$ cat config.mk
export PLATFORM = sky130hd
export DESIGN_NAME = uart_rx_word_flat
export DESIGN_NICKNAME = d
export VERILOG_FILES = /design/src/rtl/uart_rx_word_if.sv /design/src/rtl/uart_rx_word.sv /design/src/flat_wrapper.sv
export SDC_FILE = /design/constraint.sdc
export NUM_CORES = 1
export LEC_CHECK = 0
export BUFFER_PORTS_ARGS = -buffer_cell sky130_fd_sc_hd__buf_2
export CAP_MARGIN = 20
export CORE_MARGIN = 1
export CORE_UTILIZATION = 35
export DETAILED_ROUTE_END_ITERATION = 6
export PLACE_DENSITY = 0.52
export SLEW_MARGIN = 10
export SYNTH_ARGS = -nofsm -noshare
export SYNTH_HDL_FRONTEND = slang
export SYNTH_SLANG_ARGS = --single-unit
$ cat constraint.sdc
create_clock -name clk -period 2.2 [get_ports clk]
set_clock_uncertainty 0.2 [all_clocks]
set_input_delay 0.11 -clock clk [delete_from_list [all_inputs] [get_ports clk]]
set_output_delay 0.11 -clock clk [all_outputs]
set_load 0.01 [all_outputs]
$ cat src/rtl/uart_rx_word_if.sv
// uart_rx_word_if: serial input plus byte/word output handshake of the UART word receiver
interface uart_rx_word_if;
    logic        rx;
    logic [7:0]  byte_data;
    logic        byte_valid;
    logic [31:0] word_data;
    logic        word_valid;
    logic        word_ready;
    logic        frame_err;
    logic        overrun;
    logic        busy;
    modport master (
        input  rx, word_ready,
        output byte_data, byte_valid, word_data, word_valid, frame_err, overrun, busy
    );
    modport slave (
        output rx, word_ready,
        input  byte_data, byte_valid, word_data, word_valid, frame_err, overrun, busy
    );
endinterface

$ cat src/rtl/uart_rx_word.sv
// uart_rx_word: 8N1 UART receiver that packs little-endian bytes into 32-bit words
module uart_rx_word #(
    parameter int WAIT           = 8,
    parameter int BYTES_PER_WORD = 4
) (
    input  logic           clk,
    input  logic           rst_n,
    uart_rx_word_if.master bus
);
    localparam int CW = $clog2(WAIT);
    typedef enum logic [2:0] {S_IDLE, S_START, S_DATA, S_STOP, S_BREAK} state_t;
    state_t        r_state, w_state_nx;
    logic          r_rx_meta, r_rx_s;
    logic [CW-1:0] r_cnt, w_cnt_nx;
    logic [2:0]    r_bit, w_bit_nx;
    logic [7:0]    r_shift, w_shift_nx;
    logic          w_byte_done, w_ferr;
    logic [1:0]    r_byte_cnt;
    logic [31:0]   r_word_buf, w_word_asm;
    logic          w_word_done, w_accept, w_mid, w_end;
    logic [7:0]    r_byte_data;
    logic          r_byte_valid, r_frame_err, r_overrun, r_word_valid;
    logic [31:0]   r_word_data;

    assign w_mid           = r_cnt == CW'(WAIT / 2 - 1);
    assign w_end           = r_cnt == CW'(WAIT - 1);
    assign w_accept        = r_word_valid & bus.word_ready;
    assign w_word_done     = w_byte_done & (r_byte_cnt == 2'(BYTES_PER_WORD - 1));
    assign bus.byte_data   = r_byte_data;
    assign bus.byte_valid  = r_byte_valid;
    assign bus.word_data   = r_word_data;
    assign bus.word_valid  = r_word_valid;
    assign bus.frame_err   = r_frame_err;
    assign bus.overrun     = r_overrun;
    assign bus.busy        = r_state != S_IDLE;

    // Two-flop synchroniser; idles high so reset never looks like a start bit
    always_ff @(posedge clk or negedge rst_n) begin
        if (!rst_n) begin
            r_rx_meta <= 1'b1;
            r_rx_s    <= 1'b1;
        end else begin
            r_rx_meta <= bus.rx;
            r_rx_s    <= r_rx_meta;
        end
    end

    // Receiver state, bit timing and shift register
    always_ff @(posedge clk or negedge rst_n) begin
        if (!rst_n) begin
            r_state <= S_IDLE;
            r_cnt   <= '0;
            r_bit   <= '0;
            r_shift <= '0;
        end else begin
            r_state <= w_state_nx;
            r_cnt   <= w_cnt_nx;
            r_bit   <= w_bit_nx;
            r_shift <= w_shift_nx;
        end
    end

    // Frame sequencing: mid-bit sampling, glitch rejection and break handling
    always_comb begin
        w_state_nx  = r_state;
        w_cnt_nx    = r_cnt + CW'(1);
        w_bit_nx    = r_bit;
        w_shift_nx  = r_shift;
        w_byte_done = 1'b0;
        w_ferr      = 1'b0;
        unique case (r_state)
            S_IDLE: begin
                w_cnt_nx   = '0;
                w_state_nx = r_rx_s ? S_IDLE : S_START;
            end
            S_START: if (w_mid) begin
                w_cnt_nx   = '0;
                w_bit_nx   = '0;
                w_state_nx = r_rx_s ? S_IDLE : S_DATA;
            end
            S_DATA: if (w_end) begin
                w_cnt_nx   = '0;
                w_shift_nx = {r_rx_s, r_shift[7:1]};
                w_bit_nx   = r_bit + 3'd1;
                w_state_nx = (r_bit == 3'd7) ? S_STOP : S_DATA;
            end
            S_STOP: if (w_end) begin
                w_cnt_nx    = '0;
                w_byte_done = r_rx_s;
                w_ferr      = !r_rx_s;
                w_state_nx  = r_rx_s ? S_IDLE : S_BREAK;
            end
            S_BREAK: begin
                w_cnt_nx   = '0;
                w_state_nx = r_rx_s ? S_IDLE : S_BREAK;
            end
            default: w_state_nx = S_IDLE;
        endcase
    end

    // Partial word with the just-received byte dropped into its lane
    always_comb begin
        w_word_asm = r_word_buf;
        for (int k = 0; k < 4; k++)
            if (k == int'(r_byte_cnt)) w_word_asm[8*k +: 8] = r_shift;
    end

    // Byte output, word assembly and the single-entry word output register
    always_ff @(posedge clk or negedge rst_n) begin
        if (!rst_n) begin
            r_byte_data  <= '0;
            r_byte_valid <= 1'b0;
            r_frame_err  <= 1'b0;
            r_byte_cnt   <= '0;
            r_word_buf   <= '0;
            r_word_data  <= '0;
            r_word_valid <= 1'b0;
            r_overrun    <= 1'b0;
        end else begin
            r_byte_valid <= w_byte_done;
            r_frame_err  <= w_ferr;
            if (w_byte_done) begin
                r_byte_data <= r_shift;
                r_byte_cnt  <= w_word_done ? 2'd0 : r_byte_cnt + 2'd1;
                r_word_buf  <= w_word_done ? '0 : w_word_asm;
            end
            if (w_word_done && (!r_word_valid || w_accept)) begin
                r_word_data  <= w_word_asm;
                r_word_valid <= 1'b1;
            end else if (w_accept) begin
                r_word_valid <= 1'b0;
            end
            if (w_word_done && r_word_valid && !w_accept) r_overrun <= 1'b1;
        end
    end
endmodule
$ cat src/flat_wrapper.sv
// flat-port wrapper written by rule: the top's interface ports become plain ports
module uart_rx_word_flat 
#(
    parameter int WAIT           = 8,
    parameter int BYTES_PER_WORD = 4
)
  (clk, rst_n, bus_rx, bus_word_ready, bus_byte_data, bus_byte_valid, bus_word_data, bus_word_valid, bus_frame_err, bus_overrun, bus_busy);
  uart_rx_word_if bus_i ();
  input  logic clk;
  input  logic rst_n;
  input wire logic [$bits(bus_i.rx)-1:0] bus_rx;
  input wire logic [$bits(bus_i.word_ready)-1:0] bus_word_ready;
  output wire logic [$bits(bus_i.byte_data)-1:0] bus_byte_data;
  output wire logic [$bits(bus_i.byte_valid)-1:0] bus_byte_valid;
  output wire logic [$bits(bus_i.word_data)-1:0] bus_word_data;
  output wire logic [$bits(bus_i.word_valid)-1:0] bus_word_valid;
  output wire logic [$bits(bus_i.frame_err)-1:0] bus_frame_err;
  output wire logic [$bits(bus_i.overrun)-1:0] bus_overrun;
  output wire logic [$bits(bus_i.busy)-1:0] bus_busy;
  assign bus_i.rx = bus_rx;
  assign bus_i.word_ready = bus_word_ready;
  assign bus_byte_data = bus_i.byte_data;
  assign bus_byte_valid = bus_i.byte_valid;
  assign bus_word_data = bus_i.word_data;
  assign bus_word_valid = bus_i.word_valid;
  assign bus_frame_err = bus_i.frame_err;
  assign bus_overrun = bus_i.overrun;
  assign bus_busy = bus_i.busy;
  uart_rx_word #(.WAIT(WAIT), .BYTES_PER_WORD(BYTES_PER_WORD)) u_core (.clk(clk), .rst_n(rst_n), .bus(bus_i));
endmodule
==> Word level (Yosys, flattened, before mapping) <==
Cells that the tools add are included.
{ "word_totals": {"output_inout_bits": 45, "inputBits": 4, "ff_bits": 97, "elab_cells": 76} }
{ "op_classes": {"eq_ne": 14, "mux": 26, "addsub": 3, "n_reduce_logical": 17, "bitwise_logic": 2} }
{ "op_table": {"columns": ["op", "count"], "rows": [
  ["two-way mux 32 bit", 1],
  ["two-way mux 8 bit", 4],
  ["two-way mux 3 bit", 8],
  ["one-hot mux 3 bit (5 select lines)", 1],
  ["== test 3 x 2 -> 1 bit, second input constant", 3],
  ["== test 3 bit, second input constant", 3],
  ["one-hot mux 3 bit (3 select lines)", 1],
  ["two-way mux 1 bit", 8],
  ["adder 3 x 1 -> 3 bit, second input constant", 2],
  ["!= test 2 x 1 -> 1 bit, second input constant", 3],
  ["one-hot mux 3 bit (2 select lines)", 1],
  ["AND reduction 3 bit", 2],
  ["== test 2 bit, first input constant", 2],
  ["two-way mux 2 bit", 2],
  ["nonzero test 2 bit", 2],
  ["OR reduction 2 bit", 2],
  ["== test 3 x 1 -> 1 bit, second input constant", 1],
  ["logical AND 1 bit", 3],
  ["logical NOT 1 bit", 3],
  ["logical NOT 3 bit", 1],
  ["nonzero test 3 bit", 1],
  ["adder 2 x 1 -> 2 bit, second input constant", 1],
  ["AND 1 bit", 2],
  ["== test 1 x 2 -> 1 bit, first input constant", 1],
  ["other kinds (4)", 4]
]} }

==> Logic depth before layout (Yosys ltp) <==
Gate-level depths: netlist (run 1).
{ "logic_depth": {"word_depth": 6, "ltp_mapped": 6, "ltp_nobuf": 5} }

==> Least setup slack after synthesis (run 1) <==
OpenSTA, ideal clock, no wires.
{ "synth_path": {"path_kind": "register -> register", "from": "register u_core.r_cnt[0]", "to": "register u_core.r_byte_data[5] (netlist: u_core.bus.byte_data[5])", "synth_period_minus_slack_ns": 2.049, "n_path_buf": 2, "path_stages_with_launch": 7, "slack_ns": 0.151, "arrival_time_ns": 1.724, "setup_time_ns": 0.125, "required_ns": 1.875, "cell_sequence": "dfrtp_1 ha_1 clkbuf_2 and3_1 nand3_1 buf_2 mux2_2"} }
{ "synth_via": {"elab_chain_cells": 3} }
{ "synth_rtl": {"columns": ["element", "line_no", "source"], "rows": [
  ["start, declared", "uart_rx_word.sv:14", "logic [CW-1:0] r_cnt, w_cnt_nx;"],
  ["start signal, assigned", "uart_rx_word.sv:57", "r_cnt <= w_cnt_nx;"],
  ["== test 3 bit", "uart_rx_word.sv:26", "assign w_end = r_cnt == CW'(WAIT - 1);"],
  ["two-way mux 1 bit", "uart_rx_word.sv:87", "S_STOP: if (w_end) begin"],
  ["two-way mux 1 bit", "uart_rx_word.sv:71", "unique case (r_state)"],
  ["end signal, assigned", "uart_rx_word.sv:123", "r_byte_data <= r_shift;"],
  ["end, declared", "uart_rx_word.sv:21", "logic [7:0] r_byte_data;"]
]} }
Every way passes these cells.
A chain may end at the register's enable or synchronous reset.

==> Worst setup path in the final report (run 1) <==
{ "layout_path": {"from": "register u_core.r_cnt[0]", "to": "register u_core.r_word_data[12] (netlist: u_core.bus.word_data[12])"} }
{ "layout_via": {"elab_chain_cells": 5} }
{ "layout_rtl": {"columns": ["element", "line_no", "source"], "rows": [
  ["== test 3 bit", "uart_rx_word.sv:26", null],
  ["two-way mux 1 bit", "uart_rx_word.sv:87", null],
  ["two-way mux 1 bit", "uart_rx_word.sv:71", null],
  ["AND 1 bit", "uart_rx_word.sv:28", "assign w_word_done = w_byte_done & (r_byte_cnt == 2'(BYTES_PER_WORD - 1));"],
  ["logical AND 1 bit", "uart_rx_word.sv:127", "if (w_word_done && (!r_word_valid || w_accept)) begin"],
  ["end signal, assigned", "uart_rx_word.sv:128", "r_word_data <= w_word_asm;"],
  ["end, declared", "uart_rx_word.sv:23", "logic [31:0] r_word_data;"]
]} }
Every way passes these cells.

==> out/metrics.cfg, run 1 <==
[synth]
ys_warn_count=0
synth.area.top_cells=dfrtp_1, mux2_2, mux2i_1, mux2_1, ha_1
synth_cells=313
synth-seq-area-share_pct=55.4
synth-xor-area-share_pct=0.218
synth-compound-area-share_pct=6.07
synthArstFlopShare_pct=100
avgSynthCellArea_um2=12.8
ys_ff_latch=89
synth_top_family_by_area=multiplexers
synth-simple-area-share_pct=7.19
muxShareOfSynthArea_pct=24.0
synth_top_area_cell=dfrtp_1
syn_area_um2=4020
ys_types=40
syn_nets=326
synth_top_area_share_pct=54.1
synth_edf_count=0
synthFlopType=dfrtp_1
synth-adder-area-share_pct=2.80

[sta]
setup_viol_count_final=0
finalSetupTns_ns=0
rsz0062_at_grt=no
fin_crit_sh_pct=91.6
slew_headroom_pct=61.6
worst_pin_slew_ns=0.576
finalMaxSlewViolations=0
clock.fmax_ghz=0.496
hold_viol_final=0
final.min_clock_period_ns=2.02

[setup_path]
reg2reg_depth=5
start_kind=flip-flop
r2r_end=u_core.bus.word_data[12]
max_stage_delay_ns=0.40
critPathRequiredTime_ns=2.21
crit_path_max_fanout=17
crit_type=reg2reg
crit_chain=ha_1 > nand3_2 > nor4_4 > buf_12 > mux2_1
rrSetupSlack_ns=0.18
arrival_ns=2.02
crit_path_end_kind=flip-flop
cp_slowest_cell=nor4_4
reg2reg_from=u_core.r_cnt[0]
worstSetupStartpoint=u_core.r_cnt[0]

[die]
initial_core_util_pct=36.5
die-width_um=109
design.die.area_um2=11900
core_um2=11000
rows=38
io_pins=49
die_h_um=109

[routing]
viasPerCell=4.96
avgRoutedWirePerCell_um=16.6
wl_met2_um=4030
firstDrtPassIters=4
route.detailed.drc=0
finalWirelength_um=8530
m1WireLength_um=4150
antenna_left=0
dr_total_vias=2552
highest_layer=met4
dr.first_iter.drc_count=51
wl_met3_um=275

[final_layout]
finish.net_count=384
final_util_pct=43.6
drive_above_1_share_pct=34.9
antenna_cells=0
area_delta_synth_final_pct=19.7
finalNonFillerCells=515

[clocking]
cts_buffers=9
cts.clk_slew.worst_paths_ns=0.06
root_buffer=clkbuf_16
clock_latency_ns=0.33
h-tree-depth=3
cts_tree=yes
cts_buffer_depth=2
cts_sinks=89
cts_resized=0
postCtsSetupBuffers=0

[pwr]
p_switching_mw=1.19
leakage_nw=2.50
powerDensity_nw_per_um2=871
max-vdd-ir-drop_mv=0.411
comb_power_share_pct=21.8
seq_power_share_pct=43.7
p_int_mw=3.00
switching_share_pct=28.4
pwr-share-clk_pct=34.5

[placement]
place.gp.congestion=0.696
place_inst=497
port_buffers=48
place_hpwl_um=5650

[status]
status=complete, no violations

[global_route]
grt-ovfl-total=0
grt_max_degree=44
antenna_found_initial=0
grt_pass1_vias=2690
grt_pass1_wl_um=14000
grt_usage_pct=15.7

[flow_run]
cap_violations=0

[hold_path]
min_path_type=in2async

## state kept, by name (all words and copies together), names as in the netlist
signal                 cells
u_core.bus.byte_data       8
u_core.bus.byte_valid      1
u_core.bus.frame_err       1
u_core.bus.overrun         1
u_core.bus.word_data      32
u_core.bus.word_valid      1
u_core.r_bit               3
u_core.r_byte_cnt          2
u_core.r_cnt               3
u_core.r_rx_meta           1
u_core.r_rx_s              1
u_core.r_shift             8
u_core.r_state             3
u_core.r_word_buf         24
## routing by layer
layer | track usage, % | up-vias
li1 | - | 1207
met1 | 20.8 | 1297
met2 | 25.6 | 41
met3 | 3.77 | 7
met4 | 4.57 | 0
met5 | 0 | -
## worst max path at each step
stage	slack (ns)	endpoint
3_3_place_gp	0.23	u_core.bus.word_data[11]
2_1_floorplan	0.15	u_core.bus.byte_data[5]
6_report	0.18	u_core.bus.word_data[12]
3_5_place_dp	0.17	u_core.bus.word_data[11]
4_1_cts	0.16	u_core.bus.word_data[26]
5_1_grt	0.08	u_core.bus.word_data[12]
## power groups by stage
stage	logic, mW	registers (mW)	clock network [mW]
after global routing	1.02	1.84	1.55
after floorplan	0.605	1.85	0
final	0.916	1.83	1.45
after detailed placement	0.922	1.86	0
after CTS	0.933	1.83	1.49
after global placement	0.906	1.86	0
## area by class of cell
type / instances / area, µm²
Sequential cell: 89 / 2230
Fill cell: 1065 / 6220
Inverter: 18 / 67.6
Clock inverter: 3 / 15.0
Clock buffer: 12 / 267
Timing Repair Buffer: 67 / 443
Tap cell: 140 / 175
Multi-Input combinational cell: 186 / 1620
## cells in the mapped netlist (all sizes together) (2+ instances only)
library cell   n
o31ai         13
clkbuf        12
dfstp          2
o21ai         13
a31oi          3
nand2b        14
mux2          66
ha             9
mux2i         22
nand2          6
nor2          15
nor2b          3
dfrtp         87
inv           18
and3           3
nand3          2
buf            8
## metrics by stage
stage / power, mW / cell area [µm²] / setup slack [ns] / hold slack [ns]
3_3_place_gp: 2.76 / 4500 / 0.233 / -0.0527
6_report: 4.19 / 4810 / 0.184 / 0.123
2_1_floorplan: 2.46 / 4020 / 0.151 / -0.386
3_5_place_dp: 2.78 / 4500 / 0.166 / -0.0437
4_1_cts: 4.25 / 4810 / 0.158 / 0.136
5_1_grt: 4.41 / 4810 / 0.0788 / 0.160
## placed cells by master, fill, tap and decap left out, types with 3 or more instances in the layout
cell type,netlist,routed
clkinv_2,0,3
nand2b_1,14,14
buf_2,3,47
inv_1,18,18
o31ai_1,13,13
buf_12,0,4
nor2_1,15,15
and3_1,3,3
nor2b_1,3,3
a31oi_1,3,3
dfrtp_1,87,87
ha_1,9,9
clkbuf_8,0,3
dlygate4sd3_1,0,3
clkbuf_16,0,9
mux2_2,47,47
buf_4,1,13
o21ai_0,13,13
nand2_1,6,6
mux2_1,19,19
mux2i_1,22,22
## critical path, delay by kind of cell, from the launching register on
kind                       cells  cell delay, ns
muxes                          1            0.33
buffers and inverters          1            0.22
adders and majority gates      1            0.24
and+or+nand+nor                2            0.52
DFF                            1            0.38
## cell families (layout without fill, tap and decap cells)
group	after synthesis	in the layout
flip-flops	89	89
multiplexers	88	88
AND/OR/NAND/NOR	51	51
buffers and inverters	38	100
AO/OA/AOI/OAI	37	37
adder cells (fa/ha/maj)	9	9
XOR/XNOR	1	1
## timing repair
item / CTS / global route
endpoints found under the hold margin: 43 / 0
setup endpoints to repair: 0 / 0
hold buffers: 3 / 0
Note: power is estimated with default switching activity, not from simulation.
==> inputs of run 2 (changes only) <==
--- a/config.mk
+++ b/config.mk
@@ -10,7 +10,7 @@
 export CORE_MARGIN = 1
 export CORE_UTILIZATION = 35
 export DETAILED_ROUTE_END_ITERATION = 6
-export PLACE_DENSITY = 0.52
+export PLACE_DENSITY_LB_ADDON = 0.1
 export SLEW_MARGIN = 10
 export SYNTH_ARGS = -nofsm -noshare
 export SYNTH_HDL_FRONTEND = slang
==> constraint.sdc (replaced) <==
create_clock -name clk -period 2.2 [get_ports clk]
set_clock_uncertainty 0.2 [all_clocks]
set_input_delay 0.44 -clock clk [delete_from_list [all_inputs] [get_ports clk]]
set_output_delay 0.44 -clock clk [all_outputs]
set_load 0.01 [all_outputs]
==> run 2 against run 1 <==
Maximum frequency decreased by 1.1%. Sequential power hardly changed. Final cell count is 0.78% higher. Count of clock-buffer cells in the layout fell by 1. Via count is 0.67% higher. Register-to-register slack improved by 0.04 ns. First-iteration DRC count increased by 43%. Largest cell class unchanged. Highest routed layer unchanged.
==> out/metrics.cfg, run 2 (synthesized netlist as in run 1, its figures left out) <==
[sta]
rsz0062_at_grt=no
finalMaxSlewViolations=0
final.min_clock_period_ns=2.04
setup_viol_count_final=0
fin_crit_sh_pct=92.6
hold_viol_final=0
finalSetupTns_ns=0
clock.fmax_ghz=0.491
slew_headroom_pct=68.1
worst_pin_slew_ns=0.478

[routing]
avgRoutedWirePerCell_um=16.6
viasPerCell=4.95
dr.first_iter.drc_count=73
route.detailed.drc=0
finalWirelength_um=8600
dr_total_vias=2569
firstDrtPassIters=4
antenna_left=0
highest_layer=met4
wl_met2_um=3980
wl_met3_um=325
m1WireLength_um=4160

[global_route]
grt_pass1_wl_um=14500
grt_usage_pct=16.7
antenna_found_initial=0
grt_max_degree=41
grt-ovfl-total=0
grt_pass1_vias=2743

[clocking]
h-tree-depth=3
cts_buffer_depth=2
cts.clk_slew.worst_paths_ns=0.06
cts_tree=yes
root_buffer=clkbuf_16
cts_sinks=89
cts_buffers=9
cts_resized=0
clock_latency_ns=0.35

[hold_path]
min_path_type=reg2reg
min_delay_path_depth=0
hold_end=u_core.r_rx_s
hp-start=u_core.r_rx_meta

[pwr]
max-vdd-ir-drop_mv=0.458
leakage_nw=2.52
total_power_mw=4.43
powerDensity_nw_per_um2=912

[die]
die-width_um=109
rows=38
die_h_um=109
core_um2=11000
initial_core_util_pct=36.5
design.die.area_um2=11900
io_pins=49

[setup_path]
crit_path_max_fanout=8
rrSetupSlack_ns=0.22
crit_cells=3
start_kind=flip-flop
r2r_end=u_core.bus.word_data[30]
critPathRequiredTime_ns=1.56
crit_chain=buf_4 > or3_1 > buf_2
reg2reg_depth=5
crit_type=reg2out
crit_path_end_kind=output port
reg2reg_from=u_core.r_cnt[0]
cp.buffers_inverters=2
max_stage_delay_ns=0.38
cp_slowest_cell=dfrtp_1
arrival_ns=1.40
cp_top_family=flip-flops

[final_layout]
final_common_cell=dfrtp_1
final_cell_mix=dfrtp_1, mux2_2, buf_2, mux2i_1
area_delta_synth_final_pct=20.8
drive_above_1_share_pct=35.9
largest_reg_flops=32
fin_area_um2=4860
antenna_cells=0
finish.net_count=387

[placement]
place_hpwl_um=5640
place.gp.congestion=0.752
place_area_um2=4510
port_buffers=48

[status]
status=complete, no violations

[flow_run]
cap_violations=0

-- run 2: stage by stage --
step / setup slack (ns) / util (%) / hold WS, ns / std cells
2_1_floorplan: 0.151 / - / -0.0556 / 313
3_3_place_gp: 0.253 / 40.9 / 0.148 / 501
3_5_place_dp: 0.203 / 40.9 / 0.148 / 501
4_1_cts: 0.124 / 44.0 / 0.158 / 519
5_1_grt: 0.0738 / 44.0 / 0.164 / 519
6_report: 0.162 / 44.0 / 0.157 / 519
-- run 2: layout make-up --
class | instances | area [µm²]
fill | 1078 | 6170
sequential | 89 | 2230
multi-input combinational | 186 | 1620
timing repair buffer | 70 | 438
clock buffer | 11 | 253
tap | 140 | 175
clock inverter | 5 | 77.6
inverter | 18 | 67.6
-- run 2: per-layer routing --
layer,global-route usage [%],vias up
met5,0,-
met1,21.6,1303
met2,25.6,40
met4,7.14,0
met3,5.08,10
li1,-,1216
-- run 2: worst max path at each step --
stage                          endpoint         startpoint  slack (ns)
2_1_floorplan   u_core.bus.byte_data[5]    u_core.r_cnt[0]        0.15
5_1_grt        u_core.bus.word_data[30]    u_core.r_cnt[0]        0.07
3_3_place_gp   u_core.bus.word_data[31]    u_core.r_cnt[0]        0.25
6_report                       bus_busy  u_core.r_state[2]        0.16
4_1_cts                        bus_busy  u_core.r_state[1]        0.12
3_5_place_dp   u_core.bus.word_data[30]    u_core.r_cnt[0]        0.20
-- run 2: what timing repair did --
action,4_1_cts,5_1_grt
hold buffers,2,0
setup buffers,0,0
endpoints found under the hold margin,23,0
-- run 2: report_power, final --
group          leakage (nW)  total (mW)  switching, mW  internal, mW
sequential             1.17        1.84         0.0968          1.74
combinational          1.20       0.908          0.493         0.416
clock                 0.162        1.69          0.636          1.05
total                  2.52        4.43           1.23          3.21
==> inputs of run 3 (changes only) <==
--- a/config.mk
+++ b/config.mk
@@ -5,12 +5,14 @@
 export SDC_FILE = /design/constraint.sdc
 export NUM_CORES = 1
 export LEC_CHECK = 0
+export ABC_AREA = 0
 export BUFFER_PORTS_ARGS = -buffer_cell sky130_fd_sc_hd__buf_2
 export CAP_MARGIN = 20
 export CORE_MARGIN = 1
 export CORE_UTILIZATION = 35
 export DETAILED_ROUTE_END_ITERATION = 6
 export PLACE_DENSITY_LB_ADDON = 0.1
+export REMOVE_ABC_BUFFERS = 1
 export SLEW_MARGIN = 10
 export SYNTH_ARGS = -nofsm -noshare
 export SYNTH_HDL_FRONTEND = slang
==> run 3 against run 2 <==
Register-to-register slack about the same. Sequential share of layout area down 0.094 points. Total power down 0.98%.
==> out/metrics.cfg, run 3 (synthesized netlist as in run 1, its figures left out) <==
[status]
status=complete, no violations

[global_route]
grt_usage_pct=15.7
grt_pass1_wl_um=13900
grt-ovfl-total=0
grt_max_degree=40
antenna_found_initial=0
grt_pass1_vias=2643

[placement]
place_area_um2=4540
dp_slack_ns=0.186
port_buffers=48
place_hpwl_um=5390
place.gp.congestion=0.756

[setup_path]
cp.buffers_inverters=2
max_stage_delay_ns=0.39
crit_type=reg2out
crit_chain=buf_4 > or3_1 > buf_2
crit_path_end_kind=output port
critPathRequiredTime_ns=1.56
cp_slowest_cell=dfrtp_1
cp_top_family=flip-flops
start_kind=flip-flop
arrival_ns=1.41
crit_path_max_fanout=10

[clocking]
root_buffer=clkbuf_16
cts_resized=0
cts_tree=yes
cts_buffer_depth=2
cts_buffers=9
cts_sinks=89
clock_latency_ns=0.34
cts.clk_slew.worst_paths_ns=0.06
h-tree-depth=3

[final_layout]
final_common_cell=dfrtp_1
final_util_pct=44.1
multi_input_area_um2=1620
fin_area_um2=4870
largest_reg_flops=32
nFillCells=1033
final_cell_mix=dfrtp_1, mux2_2, buf_2, mux2i_1, mux2_1
antenna_cells=0
area_delta_synth_final_pct=21.1
finish.net_count=388
drive_above_1_share_pct=35.8
seq_area_um2=2230

[sta]
fin_crit_sh_pct=93.0
hold_viol_final=0
setup_ws_ns=0.153
rsz0062_at_grt=no
final.min_clock_period_ns=2.05
finalMaxSlewViolations=0
finalSetupTns_ns=0
setup_viol_count_final=0
slew_headroom_pct=63.8
clock.fmax_ghz=0.489
worst_pin_slew_ns=0.542

[routing]
antenna_left=0
route.detailed.drc=0
avgRoutedWirePerCell_um=15.7
viasPerCell=4.84
dr_total_vias=2515
finalWirelength_um=8160
dr.first_iter.drc_count=60
firstDrtPassIters=4

[die]
initial_core_util_pct=36.5
die_h_um=109
rows=38
io_pins=49
core_um2=11000
design.die.area_um2=11900
die-width_um=109

[hold_path]
min_path_type=reg2reg

[flow_run]
cap_violations=0

[pwr]
leakage_nw=2.53
max-vdd-ir-drop_mv=0.522
powerDensity_nw_per_um2=902
total_power_mw=4.39

[run 3: layer usage]
layer	up-vias	track usage (%)	routed length [µm]
met1	1254	20.3	3860
met5	-	0	0
met2	43	25.3	3900
met3	5	5.08	336
met4	0	3.71	64
li1	1213	-	-
[run 3: final timing paths]
path                       depth (start not counted)  slack (ns)         startpoint                        to
setup / recovery                                   3        0.15  u_core.r_state[0]                  bus_busy
hold reg to reg                                    0        0.16   u_core.r_rx_meta             u_core.r_rx_s
setup reg to reg                                   5        0.21    u_core.r_cnt[0]  u_core.bus.word_data[11]
max in group asynchronous                          3        0.74              rst_n          u_core.r_rx_meta
hold / removal                                     0        0.16   u_core.r_rx_meta             u_core.r_rx_s
min in group asynchronous                          2        0.43              rst_n   u_core.bus.word_data[3]
[run 3: report_power, final]
| group | total, mW | switching [mW] | internal (mW) |
|---|---|---|---|
| sequential | 1.84 | 0.103 | 1.74 |
| clock | 1.57 | 0.627 | 0.943 |
| combinational | 0.977 | 0.515 | 0.462 |
| total | 4.39 | 1.25 | 3.14 |
[run 3: area by class of cell]
| type | instances | share of cell area (%) |
|---|---|---|
| inverters | 18 | 1.39 |
| well taps | 140 | 3.60 |
| flip-flops and latches | 89 | 45.8 |
| clock inverters | 4 | 1.05 |
| clock buffers | 12 | 5.27 |
| repair buffers | 71 | 9.66 |
| multi-input cells | 186 | 33.2 |
[run 3: per-stage QoR]
step	hold WS (ns)	std cells
global placement	0.146	502
detailed placement	0.147	502
finish	0.155	520
floorplan	-0.0556	293
CTS	0.156	520
global route	0.165	520
[run 3: worst register-to-register path: cells and delay by family, from the launching register on]
| family | cells | cell delay, ns |
|---|---|---|
| and+or+nand+nor | 2 | 0.39 |
| DFF | 1 | 0.38 |
| muxes | 1 | 0.37 |
| buffers and inverters | 1 | 0.33 |
| adders and majority gates | 1 | 0.21 |
[run 3: what timing repair did]
action                                 4_1_cts  5_1_grt
hold buffers                                 2        0
endpoints found under the hold margin       36        0
buffers inserted                             0        0
